File: src/rtl/aw_burst_queue_pkg.sv
// aw_burst_queue_pkg
//   Shared widths, AXI3 burst encodings, generator state encoding, the queue
//   entry layout and the per-beat address helpers used by the AW front end.
package aw_burst_queue_pkg;

    localparam int ADD_ID_WIDTH = 4;   // AWID width
    localparam int ADD_WIDTH    = 32;  // address width
    localparam int BURST_LEN    = 4;   // AWLEN width (1-16 beats)
    localparam int BURST_SIZE   = 3;   // AWSIZE width
    localparam int BURST_TYPE   = 2;   // AWBURST width
    localparam int QUEUE_DEPTH  = 4;   // default queue depth

    localparam logic [ADD_WIDTH-1:0] ADDR_ONE = 1;

    typedef enum logic [BURST_TYPE-1:0] {
        BURST_FIXED = 2'b00,
        BURST_INCR  = 2'b01,
        BURST_WRAP  = 2'b10,
        BURST_RSVD  = 2'b11
    } burst_e;

    typedef enum logic {
        ST_IDLE  = 1'b0,
        ST_BURST = 1'b1
    } gen_state_e;

    typedef struct packed {
        logic [ADD_ID_WIDTH-1:0] id;
        logic [ADD_WIDTH-1:0]    addr;
        logic [BURST_LEN-1:0]    len;
        logic [BURST_SIZE-1:0]   size;
        burst_e                  burst;
    } aw_entry_t;

    localparam int ENTRY_W = ADD_ID_WIDTH + ADD_WIDTH + BURST_LEN + BURST_SIZE + BURST_TYPE;

    // Reserved type, or a WRAP whose beat count is not 2/4/8/16
    // (len+1 must be a power of two greater than one).
    function automatic logic burst_illegal(input burst_e b, input logic [BURST_LEN-1:0] len);
        logic wrap_len_ok;
        wrap_len_ok = (len != '0) && ((len & (len + BURST_LEN'(1))) == '0);
        return (b == BURST_RSVD) || ((b == BURST_WRAP) && !wrap_len_ok);
    endfunction

    // Address of the beat following addr. Callers pass the effective type,
    // so illegal bursts arrive here already demoted to INCR.
    function automatic logic [ADD_WIDTH-1:0] next_addr(
        input logic [ADD_WIDTH-1:0]  addr,
        input logic [BURST_SIZE-1:0] size,
        input logic [BURST_LEN-1:0]  len,
        input burst_e                b
    );
        logic [ADD_WIDTH-1:0] bytes, aligned, incr, wsize, lower;
        bytes   = ADDR_ONE << size;
        aligned = addr & ~(bytes - ADDR_ONE);
        incr    = aligned + bytes;
        wsize   = bytes * (ADD_WIDTH'(len) + ADDR_ONE);
        lower   = addr & ~(wsize - ADDR_ONE);
        case (b)
            BURST_FIXED: return addr;
            BURST_WRAP:  return (incr == lower + wsize) ? lower : incr;
            default:     return incr;
        endcase
    endfunction

endpackage

File: src/rtl/aw_burst_queue_if.sv
// aw_burst_queue_if
//   AW channel plus the per-beat address stream towards the write-data module.
//   slave  : the queue block (accepts AW, produces beats)
//   master : the environment (drives AW, consumes beats)
interface aw_burst_queue_if;
    import aw_burst_queue_pkg::*;

    logic [ADD_ID_WIDTH-1:0] awid;
    logic [ADD_WIDTH-1:0]    awaddr;
    logic [BURST_LEN-1:0]    awlen;
    logic [BURST_SIZE-1:0]   awsize;
    logic [BURST_TYPE-1:0]   awburst;
    logic [1:0]              awlock;
    logic [3:0]              awcache;
    logic [2:0]              awprot;
    logic                    awvalid;
    logic                    awready;

    logic [ADD_WIDTH-1:0]    beat_addr;
    logic [ADD_ID_WIDTH-1:0] beat_id;
    logic [BURST_SIZE-1:0]   beat_size;
    logic                    beat_last;
    logic                    beat_valid;
    logic                    beat_ready;

    modport slave (
        input  awid, awaddr, awlen, awsize, awburst, awlock, awcache, awprot, awvalid,
        output awready,
        output beat_addr, beat_id, beat_size, beat_last, beat_valid,
        input  beat_ready
    );

    modport master (
        output awid, awaddr, awlen, awsize, awburst, awlock, awcache, awprot, awvalid,
        input  awready,
        input  beat_addr, beat_id, beat_size, beat_last, beat_valid,
        output beat_ready
    );

endinterface

File: src/rtl/aw_fifo.sv
// aw_fifo
//   DEPTH x W synchronous FIFO, show-ahead read (rdata is the head entry).
//   Ports: clk, reset (async, active high), push/wdata, pop/rdata,
//          count, count_next (value count takes at the next edge), full, empty.
//   A push into a full FIFO is taken when a pop happens in the same cycle.
module aw_fifo #(
    parameter  int W     = 8,
    parameter  int DEPTH = 4,
    localparam int PW    = $clog2(DEPTH),
    localparam int CW    = PW + 1
) (
    input  logic          clk,
    input  logic          reset,
    input  logic          push,
    input  logic [W-1:0]  wdata,
    input  logic          pop,
    output logic [W-1:0]  rdata,
    output logic [CW-1:0] count,
    output logic [CW-1:0] count_next,
    output logic          full,
    output logic          empty
);

    logic [W-1:0]  mem [DEPTH];
    logic [PW-1:0] wptr, rptr;
    logic          do_push, do_pop;

    assign empty   = (count == '0);
    assign full    = (count == CW'(DEPTH));
    assign do_pop  = pop && !empty;
    assign do_push = push && (!full || do_pop);
    assign rdata   = mem[rptr];

    always_comb begin
        count_next = count;
        case ({do_push, do_pop})
            2'b10:   count_next = count + CW'(1);
            2'b01:   count_next = count - CW'(1);
            default: count_next = count;
        endcase
    end

    // Pointers wrap naturally because DEPTH is a power of two.
    always_ff @(posedge clk or posedge reset) begin
        if (reset) begin
            wptr  <= '0;
            rptr  <= '0;
            count <= '0;
        end else begin
            count <= count_next;
            if (do_push) wptr <= wptr + PW'(1);
            if (do_pop)  rptr <= rptr + PW'(1);
        end
    end

    always_ff @(posedge clk) begin
        if (do_push) mem[wptr] <= wdata;
    end

endmodule

File: src/rtl/aw_burst_queue.sv
// aw_burst_queue
//   AXI3 write-address front end. AW handshakes are queued (DEPTH entries) and
//   each queued burst is expanded into one address per data beat.
//   Ports:
//     clk, reset   - single clock, async active-high reset
//     bus (slave)  - AW channel in, beat_addr/id/size/last/valid out, beat_ready in
//     queue_count  - bursts queued and not yet started
//     burst_err    - high in the cycle an illegal burst is loaded (popped);
//                    that burst is then walked as INCR
module aw_burst_queue
    import aw_burst_queue_pkg::*;
#(
    parameter  int DEPTH = QUEUE_DEPTH,
    localparam int CNT_W = $clog2(DEPTH) + 1
) (
    input  logic              clk,
    input  logic              reset,
    aw_burst_queue_if.slave   bus,
    output logic [CNT_W-1:0]  queue_count,
    output logic              burst_err
);

    aw_entry_t        push_entry, head;
    logic             push, pop, fifo_full, fifo_empty;
    logic [CNT_W-1:0] cnt_next;
    logic             awready_q;

    gen_state_e            state, state_nxt;
    logic                  advance;
    logic [ADD_WIDTH-1:0]  cur_addr;
    logic [ADD_ID_WIDTH-1:0] cur_id;
    logic [BURST_SIZE-1:0] cur_size;
    logic [BURST_LEN-1:0]  cur_len;
    logic [BURST_LEN-1:0]  remaining;
    burst_e                cur_type;

    // Lock/cache/prot are accepted but have no effect on a plain memory slave.
    logic unused_aw_attr;
    assign unused_aw_attr = ^{bus.awlock, bus.awcache, bus.awprot, fifo_full};

    assign push_entry = '{id:    bus.awid,
                          addr:  bus.awaddr,
                          len:   bus.awlen,
                          size:  bus.awsize,
                          burst: burst_e'(bus.awburst)};
    assign push = bus.awvalid && bus.awready;

    aw_fifo #(.W(ENTRY_W), .DEPTH(DEPTH)) u_fifo (
        .clk        (clk),
        .reset      (reset),
        .push       (push),
        .wdata      (push_entry),
        .pop        (pop),
        .rdata      (head),
        .count      (queue_count),
        .count_next (cnt_next),
        .full       (fifo_full),
        .empty      (fifo_empty)
    );

    // Registered ready: looks at the occupancy after this edge, so it falls
    // the cycle after the queue fills and rises again the cycle after a pop.
    always_ff @(posedge clk or posedge reset) begin
        if (reset) awready_q <= 1'b0;
        else       awready_q <= (cnt_next < CNT_W'(DEPTH));
    end
    assign bus.awready = awready_q;

    always_ff @(posedge clk or posedge reset) begin
        if (reset) state <= ST_IDLE;
        else       state <= state_nxt;
    end

    // Next burst is popped either from IDLE or on the last-beat handshake,
    // so consecutive bursts run without a bubble.
    always_comb begin
        state_nxt = state;
        pop       = 1'b0;
        advance   = 1'b0;
        case (state)
            ST_IDLE: begin
                if (!fifo_empty) begin
                    pop       = 1'b1;
                    state_nxt = ST_BURST;
                end
            end
            ST_BURST: begin
                if (bus.beat_ready) begin
                    if (remaining == '0) begin
                        if (!fifo_empty) pop       = 1'b1;
                        else             state_nxt = ST_IDLE;
                    end else begin
                        advance = 1'b1;
                    end
                end
            end
            default: state_nxt = ST_IDLE;
        endcase
        burst_err = pop && burst_illegal(head.burst, head.len);
    end

    always_ff @(posedge clk or posedge reset) begin
        if (reset) begin
            cur_addr  <= '0;
            cur_id    <= '0;
            cur_size  <= '0;
            cur_len   <= '0;
            remaining <= '0;
            cur_type  <= BURST_FIXED;
        end else if (pop) begin
            cur_addr  <= head.addr;
            cur_id    <= head.id;
            cur_size  <= head.size;
            cur_len   <= head.len;
            remaining <= head.len;
            cur_type  <= burst_illegal(head.burst, head.len) ? BURST_INCR : head.burst;
        end else if (advance) begin
            cur_addr  <= next_addr(cur_addr, cur_size, cur_len, cur_type);
            remaining <= remaining - BURST_LEN'(1);
        end
    end

    assign bus.beat_valid = (state == ST_BURST);
    assign bus.beat_last  = (state == ST_BURST) && (remaining == '0);
    assign bus.beat_addr  = cur_addr;
    assign bus.beat_id    = cur_id;
    assign bus.beat_size  = cur_size;

endmodule
File: src/flat_wrapper.sv
// flat-port wrapper written by rule: the top's interface ports become plain ports
module aw_burst_queue_flat import aw_burst_queue_pkg::*;
#(
    parameter  int DEPTH = QUEUE_DEPTH,
    localparam int CNT_W = $clog2(DEPTH) + 1
)
  (clk, reset, queue_count, burst_err, bus_awid, bus_awaddr, bus_awlen, bus_awsize, bus_awburst, bus_awlock, bus_awcache, bus_awprot, bus_awvalid, bus_awready, bus_beat_addr, bus_beat_id, bus_beat_size, bus_beat_last, bus_beat_valid, bus_beat_ready);
  aw_burst_queue_if bus_i ();
  input  logic clk;
  input  logic reset;
  output logic [CNT_W-1:0] queue_count;
  output logic burst_err;
  input wire logic [$bits(bus_i.awid)-1:0] bus_awid;
  input wire logic [$bits(bus_i.awaddr)-1:0] bus_awaddr;
  input wire logic [$bits(bus_i.awlen)-1:0] bus_awlen;
  input wire logic [$bits(bus_i.awsize)-1:0] bus_awsize;
  input wire logic [$bits(bus_i.awburst)-1:0] bus_awburst;
  input wire logic [$bits(bus_i.awlock)-1:0] bus_awlock;
  input wire logic [$bits(bus_i.awcache)-1:0] bus_awcache;
  input wire logic [$bits(bus_i.awprot)-1:0] bus_awprot;
  input wire logic [$bits(bus_i.awvalid)-1:0] bus_awvalid;
  output wire logic [$bits(bus_i.awready)-1:0] bus_awready;
  output wire logic [$bits(bus_i.beat_addr)-1:0] bus_beat_addr;
  output wire logic [$bits(bus_i.beat_id)-1:0] bus_beat_id;
  output wire logic [$bits(bus_i.beat_size)-1:0] bus_beat_size;
  output wire logic [$bits(bus_i.beat_last)-1:0] bus_beat_last;
  output wire logic [$bits(bus_i.beat_valid)-1:0] bus_beat_valid;
  input wire logic [$bits(bus_i.beat_ready)-1:0] bus_beat_ready;
  assign bus_i.awid = bus_awid;
  assign bus_i.awaddr = bus_awaddr;
  assign bus_i.awlen = bus_awlen;
  assign bus_i.awsize = bus_awsize;
  assign bus_i.awburst = bus_awburst;
  assign bus_i.awlock = bus_awlock;
  assign bus_i.awcache = bus_awcache;
  assign bus_i.awprot = bus_awprot;
  assign bus_i.awvalid = bus_awvalid;
  assign bus_awready = bus_i.awready;
  assign bus_beat_addr = bus_i.beat_addr;
  assign bus_beat_id = bus_i.beat_id;
  assign bus_beat_size = bus_i.beat_size;
  assign bus_beat_last = bus_i.beat_last;
  assign bus_beat_valid = bus_i.beat_valid;
  assign bus_i.beat_ready = bus_beat_ready;
  aw_burst_queue #(.DEPTH(DEPTH)) u_core (.clk(clk), .reset(reset), .bus(bus_i), .queue_count(queue_count), .burst_err(burst_err));
endmodule
File: config.mk
export PLATFORM = sky130hd
export DESIGN_NAME = aw_burst_queue_flat
export DESIGN_NICKNAME = d
export VERILOG_FILES = /design/src/rtl/aw_burst_queue_pkg.sv /design/src/rtl/aw_burst_queue_if.sv /design/src/rtl/aw_fifo.sv /design/src/rtl/aw_burst_queue.sv /design/src/flat_wrapper.sv
export SDC_FILE = /design/constraint.sdc
export NUM_CORES = 1
export LEC_CHECK = 0
export ABC_CLOCK_PERIOD_IN_PS = 28500
export CAP_MARGIN = 20
export CORE_ASPECT_RATIO = 1.25
export CORE_MARGIN = 5
export CORE_UTILIZATION = 55
export DETAILED_ROUTE_END_ITERATION = 6
export PLACE_DENSITY = 0.75
export SLEW_MARGIN = 15
export SYNTH_ARGS = -nofsm -noshare
export SYNTH_HDL_FRONTEND = slang
export SYNTH_SLANG_ARGS = --single-unit
File: constraint.sdc
create_clock -name clk -period 28.5 [get_ports clk]
set_clock_uncertainty 0.15 [all_clocks]
set_input_delay 2.85 -clock clk [delete_from_list [all_inputs] [get_ports clk]]
set_output_delay 2.85 -clock clk [all_outputs]
set_load 0.05 [all_outputs]
# Word-level counts from Yosys, hierarchy flattened

Memories as Yosys holds them, arrays and structs flattened.
Cells that the tools add are included.

Word-level logic and storage cells: 79
Input bits: 58
Bits in registers: 58
RAM bits: 180
Memories kept: 1
Output and inout port bits: 46

Memories:

| name              | words | bits a word | rd ports | clocked after Yosys merged registers in | write ports | RTL line      | text |
|---|---|---|---|---|---|---|---|
| u_core.u_fifo.mem | 4     | 45          | 1        | 0                                       | 1           | aw_fifo.sv:24 | `logic [W-1:0] mem [DEPTH];` |

Multipliers: 1
Shift operators: 1
Equal/unequal tests: 8
Bitwise operators: 6
Reduce and logical (&&, ||, !) cells: 19
$add $sub $neg: 11
Muxes and demuxes: 20
Order comparisons: 1

Operators by type and width:

| kind                    | count |
|---|---|
| $mux W32                | 3 |
| $add A32 B32 Y32        | 2 |
| $and A32 B32 Y32        | 2 |
| $not A32 Y32            | 2 |
| $pmux W32 S2            | 1 |
| $sub A32 B1 Y32 const B | 2 |
| $eq A32 B32 Y1          | 1 |
| $mul A32 B32 Y32        | 1 |
| $shl A1 B3 Y32 const A  | 1 |
| $mux W1                 | 10 |
| $eq A2 B2 Y1 const B    | 4 |
| $logic_not A4 Y1        | 2 |
| $mux W4                 | 2 |
| $logic_and A1 B1 Y1     | 7 |
| $pmux W3 S2             | 1 |
| $add A4 B1 Y5 const B   | 1 |
| $add A2 B1 Y2 const B   | 2 |
| $add A4 B1 Y4 const B   | 1 |
| $and A4 B4 Y4           | 1 |
| $pmux W1 S2             | 2 |
| $reduce_bool A4 Y1      | 1 |
| $sub A4 B1 Y4 const B   | 1 |
| $add A3 B1 Y3 const B   | 1 |
| $eq A3 B3 Y1 const B    | 1 |
| other kinds (12)        | 15 |

# Logic depth before layout (Yosys ltp)

Gate-level depths: netlist of run 1.

Depth after elaboration: 11
Gate-level depth with buffers: 37
Mapped depth without buffers: 30

# Cells and area by module

From an unflattened synthesis of run 1, not the netlist that was laid out.

Cell total of the unflattened synthesis: 1402
Area total of the unflattened synthesis: 15376.0 µm²

Modules (own cells, without submodules):

| module         | cells an instance | seq. area each (µm²) | times used | area each (µm²) |
|---|---|---|---|---|
| aw_burst_queue | 1110              | 1276.2               | 1          | 8370.5 |
| aw_fifo        | 292               | 5580.4               | 1          | 7005.5 |

# Least setup slack after synthesis of run 1

Ideal clock, no wire load.

Path kind: register -> register
From: register u_core.cur_size[0], in the netlist u_core.bus.beat_size[0]
To: register u_core.cur_addr[24], in the netlist u_core.bus.beat_addr[24]
Required time: 28.218 ns
Path buffers: 7
Clock period less this slack: 9.385 ns
Stages on the path, launching flop included: 36
Slack: 19.115 ns
Library setup time: 0.132 ns
Arrival time: 9.103 ns
Cell sequence: dfrtp_1 > buf_2 > clkbuf_1 > clkbuf_1 > inv_1 > or3_1 > or2_2 > fa_1 > fa_1 > fa_1 > inv_1 > ha_1 > buf_2 > a21o_1 > a221o_1 > xnor2_4 > nand4_4 > nand2b_1 > clkbuf_1 > nand2_1 > and3_1 > ha_1 > inv_1 > o21bai_1 > a21o_1 > or2_2 > o31ai_2 > nor4_1 > a211oi_1 > xor2_1 > or4b_4 > or4_4 > buf_6 > buf_6 > a41oi_2 > o31ai_1

Word-level cells in the longest chain between the ends: 11
Elaborated cells between the ends (all ways): 15
Classes of those cells: add/sub (4); mul (1); eq/ne (1); shift (1); mux (4); bitwise (4)

RTL lines:

| what                   | RTL line                 | text |
|---|---|---|
| start, declared        | aw_burst_queue.sv:32     | `logic [BURST_SIZE-1:0] cur_size;` |
| start signal, assigned | aw_burst_queue.sv:113    | `cur_size <= head.size;` |
| $shl A1 B3 Y32 (*)     | aw_burst_queue_pkg.sv:54 | `bytes = ADDR_ONE << size;` |
| $mul A32 B32 Y32       | aw_burst_queue_pkg.sv:57 | `wsize = bytes * (ADD_WIDTH'(len) + ADDR_ONE);` |
| $sub A32 B1 Y32        | aw_burst_queue_pkg.sv:58 | `lower = addr & ~(wsize - ADDR_ONE);` |
| $not A32 Y32           | aw_burst_queue_pkg.sv:58 |  |
| $and A32 B32 Y32       | aw_burst_queue_pkg.sv:58 |  |
| $add A32 B32 Y32       | aw_burst_queue_pkg.sv:61 | `BURST_WRAP: return (incr == lower + wsize) ? lower : incr;` |
| $eq A32 B32 Y1         | aw_burst_queue_pkg.sv:61 |  |
| $mux W32               | aw_burst_queue_pkg.sv:61 |  |
| $pmux W32 S2 (*)       | aw_burst_queue_pkg.sv:59 | `case (b)` |
| $mux W32 (*)           | aw_burst_queue.sv:117    | `end else if (advance) begin` |
| $mux W32 (*)           | aw_burst_queue.sv:110    | `end else if (pop) begin` |
| end signal, assigned   | aw_burst_queue.sv:111    | `cur_addr <= head.addr;` |
| end signal, assigned   | aw_burst_queue.sv:118    | `cur_addr <= next_addr(cur_addr, cur_size, cur_len, cur_type);` |
| end, declared          | aw_burst_queue.sv:30     | `logic [ADD_WIDTH-1:0] cur_addr;` |

Every way passes the cells marked *; elsewhere a longest branch is shown, timed or not. The select of a mux whose other input is x is not followed.
A chain may end at the register's enable or synchronous reset.

# Final worst setup path of run 1

From: register u_core.cur_size[0], in the netlist u_core.bus.beat_size[0]
To: register u_core.cur_addr[9], in the netlist u_core.bus.beat_addr[9]

The elaborated chain is that of the path after synthesis.

==> run metrics, run 1 <==
outcome=finished, final reports clean; crit path DAT=10480 ps; TritonCTS Buffers=21; mux share of post-synthesis cell area=8.54%; Post-CTS Setup Inserts=0; number of antenna-violating nets in the routed design=0; Seq cells post-synth=238; core area=26700 um2; Die H=193 um; max cap viols=0; number of global-route vias before repair=11300; Hold Crit Class=register to register; Worst Tran Pin Value=1020 ps; setup tns final=0 ps; setup ws final=18210 ps; antenna violations before repair=1; cell taking the most area after synthesis=edfxtp_1; async set-reset flop share out of synthesis=24.4%; worst skew pair latency=490 ps; PostCTS Resize Cnt=0; syn_nets=1459; Setup crit end=u_core.bus.beat_addr[9]; max frequency=97.2 MHz; area of the multi-input gates=7420 um2; Synth Area in XOR/XNOR=3.86%; end-of-flow core utilization=62.6%; part of the cycle the worst path needs=36.1%; RSZ-0062 raised after global routing=no; Antenna diodes=0; register area=6860 um2; 1st-iter DRT viols=921; synthesis-to-finish area growth=12.6%; port buffer count=94; CP Class=register to register; worst-case clock buffer depth=3; synth top area cells=edfxtp_1, dfrtp_1, mux4_2; IO Pins=104; reg2reg path depth=28; H-tree depth=1; Worst slew margin=31.8%; post-synthesis cell type count=100; Synth Area per Inst=11.1 um2; r2r setup slk=18210 ps; most frequent cells after synthesis=edfxtp_1, nand2_1, nor2_1, o21ai_0; Post-Syn Instances=1339; Clock Tree Root=clkbuf_16; Nets=1519; top-count cell post-synth=edfxtp_1; Synth Area in Compound Gates=13.9%; Required @ worst endpoint=28700 ps; Adder-Cell Fraction of Synth Area=6.25%; Clock Sinks=238; grt total ovfl=0; CTS tree=built; Synth Flop Type=edfxtp_1; die area=30300 um2; Worst Setup Start Kind=register; FF-to-FF End=u_core.bus.beat_addr[9]; pin count of the biggest net entering global routing=59; Slowest-stage cell, CP=dfrtp_1; initial core utilization=55.5%; dpl hpwl=27300 um; fillcell total=2088; Tot GR Track Use=25.1%; Top Family by Delay on Critical Path=simple AND/OR/NAND/NOR gates; critical path capture point type=register; Fin. Hold Viols=0; Synth Cell Area=14800 um2; global-route wire length before repair=61400 um; hold_ws=323 ps; crit path max fanout=29; sequential share of the synthesized area=46.3%; Vias=11300; largest family of logic cells by synthesized area=simple AND/OR/NAND/NOR gates; critical path startpoint=u_core.bus.beat_size[0]; CP peak stage delay=910 ps; CTS Hold Buffers Added=0; final setup fails=0; clock-pin transition on the worst setup and hold timing paths=70 ps; worst reg2reg startpoint=u_core.bus.beat_size[0]; Synth top area share=36.5%; Period minus WS final=10290 ps; max-slew violations=0; WP buf/inv=3; simple-gate portion of the synthesized area=17.4%; pre-CTS setup slack=18410 ps; WL/cell=21.9 um; Post-synth EDFFs=180; final WL=38500 um; critical path depth=28; synth warn=0; row count=67; GPL Wtd Cong=0.990; Post-route DRC=0; layout cells sized above 1=11.3%; die width=157 um; First-pass DRT Iterations=5; DR vias/cell=6.45
state kept, by name, indices dropped and copies added, names as in the netlist:
| signal | cells |
|---|---|
| u_core.bus.beat_addr | 32 |
| u_core.u_fifo.count | 3 |
| u_core.remaining | 4 |
| u_core.cur_type | 2 |
| u_core.bus.beat_id | 4 |
| u_core.bus.beat_valid | 1 |
| u_core.cur_len | 4 |
| u_core.u_fifo.rptr | 2 |
| u_core.u_fifo.wptr | 2 |
| u_core.bus.beat_size | 3 |
| u_core.u_fifo.mem | 180 |
| u_core.bus.awready | 1 |
worst min-delay path: stages, from the launching register on:
cell,delay (ps)
dfrtp_1,340
nand2_1,50
nand2_1,60
routing by layer:
metal	wire length [um]	up-vias	share of wire, %	GRT usage [%]
met1	15500	5614	40	34.0
met2	19400	436	51	42.3
met3	2310	71	6.0	2.55
met4	1190	2	3.1	8.30
li1	-	5221	-	-
met5	13	-	0.034	0
worst min path at each step:
stage	from	endpoint	slack (ps)	cells past startpoint
global route	u_core.bus.beat_id[2]	u_core.bus.beat_id[2]	370	2
finish	u_core.bus.beat_id[2]	u_core.bus.beat_id[2]	320	2
CTS	u_core.bus.beat_id[2]	u_core.bus.beat_id[2]	330	2
global placement	u_core.bus.beat_id[1]	u_core.bus.beat_id[1]	310	2
detailed placement	u_core.bus.beat_id[2]	u_core.bus.beat_id[2]	310	2
floorplan	u_core.cur_type[1]	u_core.cur_type[1]	320	2
cells by family after synthesis:
group / after synthesis
buf+inv: 132
xor+xnor: 60
simple gates: 481
compound gates: 297
flops: 238
fa+ha+maj: 62
mux: 69
metrics by stage:
| step | cell area (um2) | cells |
|---|---|---|
| after floorplan | 14800 | 1339 |
| after global placement | 16000 | 1721 |
| after detailed placement | 16000 | 1721 |
| after CTS | 16700 | 1758 |
| after global routing | 16700 | 1758 |
| final | 16700 | 1758 |
final cells by class:
class | instances | share of cell area (%)
timing repair buffer | 109 | 6.32
clock buffer | 24 | 3.22
tap | 345 | 2.59
sequential | 238 | 41.1
inverter | 60 | 1.35
clock inverter | 13 | 0.945
multi-input combinational | 969 | 44.5
cell usage in the layout, fill, tap and decap left out, drive strengths merged, types with 45 or more instances in the layout:
cell type,instances
a21oi,49
inv,59
o21ai,69
nand2,114
nand3,58
dfrtp,58
mux4,45
nor2,94
edfxtp,180
clkdlybuf4s50,94
Power of run 1 is left out: the tool's default activity adds up to more than one toggle a clock period on the data nets, which glitch-free logic cannot reach.
==> run 2, diff against run 1 <==
--- a/config.mk
+++ b/config.mk
@@ -5,13 +5,13 @@
 export SDC_FILE = /design/constraint.sdc
 export NUM_CORES = 1
 export LEC_CHECK = 0
-export ABC_CLOCK_PERIOD_IN_PS = 28500
+export ABC_CLOCK_PERIOD_IN_PS = 8340
 export CAP_MARGIN = 20
 export CORE_ASPECT_RATIO = 1.25
 export CORE_MARGIN = 5
-export CORE_UTILIZATION = 55
+export CORE_UTILIZATION = 54
 export DETAILED_ROUTE_END_ITERATION = 6
-export PLACE_DENSITY = 0.75
+export PLACE_DENSITY = 0.77
 export SLEW_MARGIN = 15
 export SYNTH_ARGS = -nofsm -noshare
 export SYNTH_HDL_FRONTEND = slang
==> constraint.sdc (replaced) <==
create_clock -name clk -period 8.34 [get_ports clk]
set_clock_uncertainty 0.15 [all_clocks]
set_input_delay 0.834 -clock clk [delete_from_list [all_inputs] [get_ports clk]]
set_output_delay 0.834 -clock clk [all_outputs]
set_load 0.05 [all_outputs]
==> run 2 against run 1 <==
Die area up 1.7%. Global-route usage up 0.65 points. Final cell count up 6.9%. Routed wire length up 6.6%. Critical path depth up 2. Non-clock buffer count up 124. Sequential cell count unchanged. First-iteration DRC count up 8.5%. Fmax up 26%. Clock-buffer cell count unchanged. Via count up 5.5%. Worst setup slack worse by 18000 ps.
==> run metrics, run 2 (synthesis results as in run 1) <==
outcome=finished, final reports clean; Min-Delay Startpoint=u_core.bus.beat_id[3]; Clock Tree Root=clkbuf_16; final setup fails=0 (unchanged); Top Family by Delay on Critical Path=simple AND/OR/NAND/NOR gates; Nets=1641 (+8.0%); Worst Setup Start Kind=register; number of global-route vias before repair=11600 (+2.4%); Slowest-stage cell, CP=or4_4; CTS Hold Buffers Added=0 (unchanged); initial core utilization=55.0% (-0.52 points); CP Class=register to register; die area=30900 um2 (+1.7%); antenna violations before repair=0 (-1); Required @ worst endpoint=8560 ps (-20140 ps); Worst slew margin=36.4% (+4.6 points); grt total ovfl=0 (unchanged); Period minus WS final=8150 ps (-2130 ps); commonest non-fill, non-tap cell in the layout=edfxtp_1; Clock Sinks=238 (unchanged); worst hold stages=2 (unchanged); max-slew violations=0 (unchanged); CTS tree=built; row count=67 (unchanged); worst skew pair latency=490 ps (about the same); number of antenna-violating nets in the routed design=0 (unchanged); max frequency=123 MHz (+26%); Fin. Hold Viols=0 (unchanged); CP peak stage delay=600 ps (-310 ps); r2r setup slk=190 ps (-18030 ps); crit path max fanout=6 (-79%); max cap viols=0 (unchanged); final WL=41000 um (+6.6%); most frequent cells in the layout=edfxtp_1, buf_4, nand2_1; WHS Endpoint=u_core.bus.beat_id[3]; dpl hpwl=29500 um (+8.3%); Antenna diodes=0 (unchanged); critical path capture point type=register; Reg with most FFs=u_core.u_fifo.mem; GPL Wtd Cong=0.950 (-4.1%); crit path DAT=8380 ps (-2100 ps); port buffer count=94 (unchanged); Worst Tran Pin Value=930 ps (-85.2 ps); Post-route DRC=0 (unchanged); DR vias/cell=6.37 (-1.3%); First-pass DRT Iterations=5 (unchanged); synthesis-to-finish area growth=21.1%; worst reg2reg startpoint=u_core.cur_len[1]; die width=158 um (+0.86%); clock-pin transition on the worst setup and hold timing paths=70 ps (about the same); Tot GR Track Use=25.7% (+0.65 points); setup tns final=0 ps (unchanged); pin count of the biggest net entering global routing=59 (unchanged); global-route wire length before repair=63400 um (+3.2%); IO Pins=104 (unchanged); TritonCTS Buffers=19 (-9.5%); FF-to-FF End=u_core.bus.beat_addr[19]; WL/cell=21.8 um (-0.30%); core area=26900 um2 (+0.94%); worst-case clock buffer depth=3 (unchanged); H-tree depth=1 (unchanged); Hold Crit Class=register to register; layout cells sized above 1=22.4% (+11 points); Die H=195 um (+0.87%); Largest register FFs=180 (unchanged); WP buf/inv=5 (+2); 1st-iter DRT viols=999 (+8.5%); Vias=12000 (+5.5%); part of the cycle the worst path needs=97.8% (+62 points); reg2reg path depth=30 (+7.1%)
[run 2: cell count changes in the layout (fill, tap and decap cells not counted), sizes merged]
| cell | before | now |
|---|---|---|
| buf | 15 | 137 |
| clkinv | 10 | 6 |
| bufinv | 3 | 2 |
| inv | 59 | 61 |
| clkbuf | 24 | 26 |
[run 2: how the worst max path moves through the flow]
stage / start / to / slack, ps / depth (start not counted)
4_1_cts: u_core.cur_len[0] / u_core.bus.beat_addr[29] / 20 / 28
2_1_floorplan: u_core.bus.beat_size[0] / u_core.bus.beat_addr[31] / -70 / 31
3_5_place_dp: u_core.cur_len[2] / u_core.bus.beat_addr[24] / -20 / 28
3_3_place_gp: u_core.cur_len[2] / u_core.bus.beat_addr[21] / 70 / 33
6_report: u_core.cur_len[1] / u_core.bus.beat_addr[19] / 190 / 30
5_1_grt: u_core.cur_len[1] / u_core.bus.beat_addr[19] / -60 / 32
[run 2: layer usage]
| metal | up-vias | GRT usage (%) | part of all wire [%] |
|---|---|---|---|
| met2 | 487 | 43.1 | 50 |
| met3 | 91 | 3.03 | 6.0 |
| met4 | 0 | 9.26 | 3.4 |
| met1 | 5926 | 34.5 | 41 |
| met5 | - | 0 | 0 |
| li1 | 5462 | - | - |
[run 2: what timing repair did]
action | 4_1_cts | 5_1_grt
buffers inserted | 0 | 27
setup endpoints to repair | 8 | 32
pin swaps | 0 | 41
gates resized for setup | 1 | 66
[run 2: final cells by class]
| class | instances | area, um2 |
|---|---|---|
| clock buffer | 24 | 494 |
| clock inverter | 10 | 114 |
| fill | 1985 | 8980 |
| inverter | 60 | 228 |
| multi-input combinational | 969 | 7790 |
| sequential | 238 | 6870 |
| tap | 345 | 432 |
| timing repair buffer | 233 | 2000 |
[run 2: through the flow]
| step | instances | setup WS (ps) | cell area [um2] | hold WS, ps | utilization [%] |
|---|---|---|---|---|---|
| final | 1879 | 185 | 17900 | 329 | 66.6 |
| after CTS | 1852 | 21.1 | 17400 | 333 | 64.8 |
| after floorplan | 1339 | -67.8 | 15000 | 322 | - |
| after global placement | 1818 | 72.4 | 16800 | 311 | 62.5 |
| after detailed placement | 1818 | -21.0 | 16800 | 316 | 62.5 |
| after global routing | 1879 | -55.3 | 17900 | 369 | 66.6 |
[run 2: worst min-delay path, delay by kind of cell, from the launching register on]
kind             cells  cell delay [ps]
and+or+nand+nor      2              110
DFF                  1              350
Power of run 2 is left out for the same reason.
==> run 3, diff against run 2 <==
--- a/config.mk
+++ b/config.mk
@@ -11,8 +11,8 @@
 export CORE_MARGIN = 5
 export CORE_UTILIZATION = 54
 export DETAILED_ROUTE_END_ITERATION = 6
+export GPL_ROUTABILITY_DRIVEN = 0
 export PLACE_DENSITY = 0.77
-export SLEW_MARGIN = 15
 export SYNTH_ARGS = -nofsm -noshare
 export SYNTH_HDL_FRONTEND = slang
 export SYNTH_SLANG_ARGS = --single-unit
==> run 3 against run 2 <==
Critical path depth fell by 3. Fmax increased by 0.40%. Hold slack worse by 1.1 ps. Clock-buffer cell count shrank 2. First-iteration DRC count rose by 35%. Utilization is 0.57 points lower. Sequential share of layout area up 0.31 points. Worst setup slack better by 33 ps. Critical path type unchanged.
==> run metrics, run 3 (synthesis results as in run 1) <==
Tot GR Track Use=24.9% (-0.77 points); global-route wire length before repair=62100 um (-2.0%); Clock Tree Root=clkbuf_16; number of antenna-violating nets in the routed design=0 (unchanged); final setup fails=0 (unchanged); core area=26900 um2 (unchanged); max-slew violations=0 (unchanged); outcome=finished, final reports clean; Largest register FFs=180 (unchanged); TritonCTS Buffers=20 (+1); most frequent cells in the layout=edfxtp_1, nand2_1, buf_4; worst reg2reg startpoint=u_core.bus.beat_size[2]; Slowest-stage cell, CP=or4_4; IO Pins=104 (unchanged); worst skew pair latency=490 ps (about the same); Post-route DRC=0 (unchanged); die width=158 um (unchanged); critical path startpoint=u_core.bus.beat_size[2]; port buffer count=94 (unchanged); crit path max fanout=9 (+3); Min-Delay Startpoint=u_core.bus.beat_id[0]; synthesis-to-finish area growth=20.0%; worst-case clock buffer depth=3 (unchanged); layout cells sized above 1=20.4% (-2.0 points); dpl hpwl=27600 um (-6.4%); Worst Tran Pin Value=928 ps (-2.15 ps); 1st-iter DRT viols=1345 (+35%); Reg with most FFs=u_core.u_fifo.mem; die area=30900 um2 (unchanged); number of global-route vias before repair=11600 (+0.24%); Die H=195 um (unchanged); WL/cell=21.1 um (-3.0%); CP peak stage delay=580 ps (-20 ps); fillcell total=1996 (+0.55%); clock-pin transition on the worst setup and hold timing paths=70 ps (about the same); Hold Crit Class=register to register; commonest non-fill, non-tap cell in the layout=edfxtp_1; antenna violations before repair=0 (unchanged); max frequency=123 MHz (+0.40%); H-tree depth=1 (unchanged); Antenna diodes=0 (unchanged); end-of-flow core utilization=66.0% (-0.57 points); Worst Setup Start Kind=register; Required @ worst endpoint=8540 ps (-20 ps); max cap viols=0 (unchanged); pin count of the biggest net entering global routing=59 (unchanged); Clock Sinks=238 (unchanged); WP buf/inv=4 (-1); Fin. Hold Viols=0 (unchanged); CP Class=register to register; DR vias/cell=6.37 (about the same); Nets=1620 (-1.3%); First-pass DRT Iterations=6 (+1); crit path DAT=8320 ps (-60 ps); Worst slew margin=38.1% (+1.7 points); Top Family by Delay on Critical Path=simple AND/OR/NAND/NOR gates; CTS tree=built; critical path capture point type=register; part of the cycle the worst path needs=97.4% (-0.39 points); final WL=39300 um (-4.1%); Period minus WS final=8120 ps (-32.9 ps); grt total ovfl=0 (unchanged); initial core utilization=55.0% (unchanged); row count=67 (unchanged); Vias=11800 (-1.1%)
-- run 3: path summary, 6_finish.rpt --
kind,end,slack [ps],depth (start not counted)
worst max-delay path,u_core.bus.beat_addr[0],220,27
worst min-delay path,u_core.bus.beat_id[0],330,2
worst max register to register,u_core.bus.beat_addr[0],220,27
worst min register to register,u_core.bus.beat_id[0],330,2
max in group asynchronous,u_core.u_fifo.rptr[0],6720,3
min in group asynchronous,u_core.bus.beat_size[1],730,3
-- run 3: final cells by class --
cell class / count / area (um2) / share of cell area (%)
clock buffer: 22 / 529 / 2.98
clock inverter: 14 / 184 / 1.03
inverter: 60 / 228 / 1.28
multi-input combinational: 970 / 7700 / 43.3
sequential: 238 / 6860 / 38.6
tap: 345 / 432 / 2.43
timing repair buffer: 210 / 1840 / 10.3
-- run 3: worst min-delay path, cell delays in order (launching register included) --
cell and delay, ps:
dfrtp_1 340, nand2_1 50, nand2_1 50
-- run 3: per-layer routing --
| metal | global-route usage, % | part of all wire, % | wire length (um) | vias up |
|---|---|---|---|---|
| met5 | 0 | 0 | 0 | - |
| met4 | 9.42 | 3.8 | 1500 | 0 |
| met3 | 2.79 | 7.2 | 2840 | 130 |
| met2 | 41.9 | 50 | 19500 | 537 |
| met1 | 33.3 | 39 | 15500 | 5730 |
| li1 | - | - | - | 5436 |
-- run 3: per-stage QoR --
stage | std cells | worst slack (ps) | cell area, um2 | setup TNS [ps] | hold slack [ps]
floorplan | 1339 | -67.8 | 15000 | -379 | 322
global placement | 1804 | 102 | 16700 | 0 | 310
detailed placement | 1804 | -23.9 | 16700 | -47.8 | 316
CTS | 1840 | 9.13 | 17500 | 0 | 332
global route | 1859 | -13.9 | 17800 | -22.2 | 370
finish | 1859 | 218 | 17800 | 0 | 328
-- run 3: timing repair --
item	CTS	global route
gates cloned	0	1
pin swaps	0	21
hold endpoints to repair	0	0
setup endpoints to repair	10	32
hold buffers	0	0
buffers inserted	0	17
resized for setup	1	42
Power of run 3 is left out for the same reason.
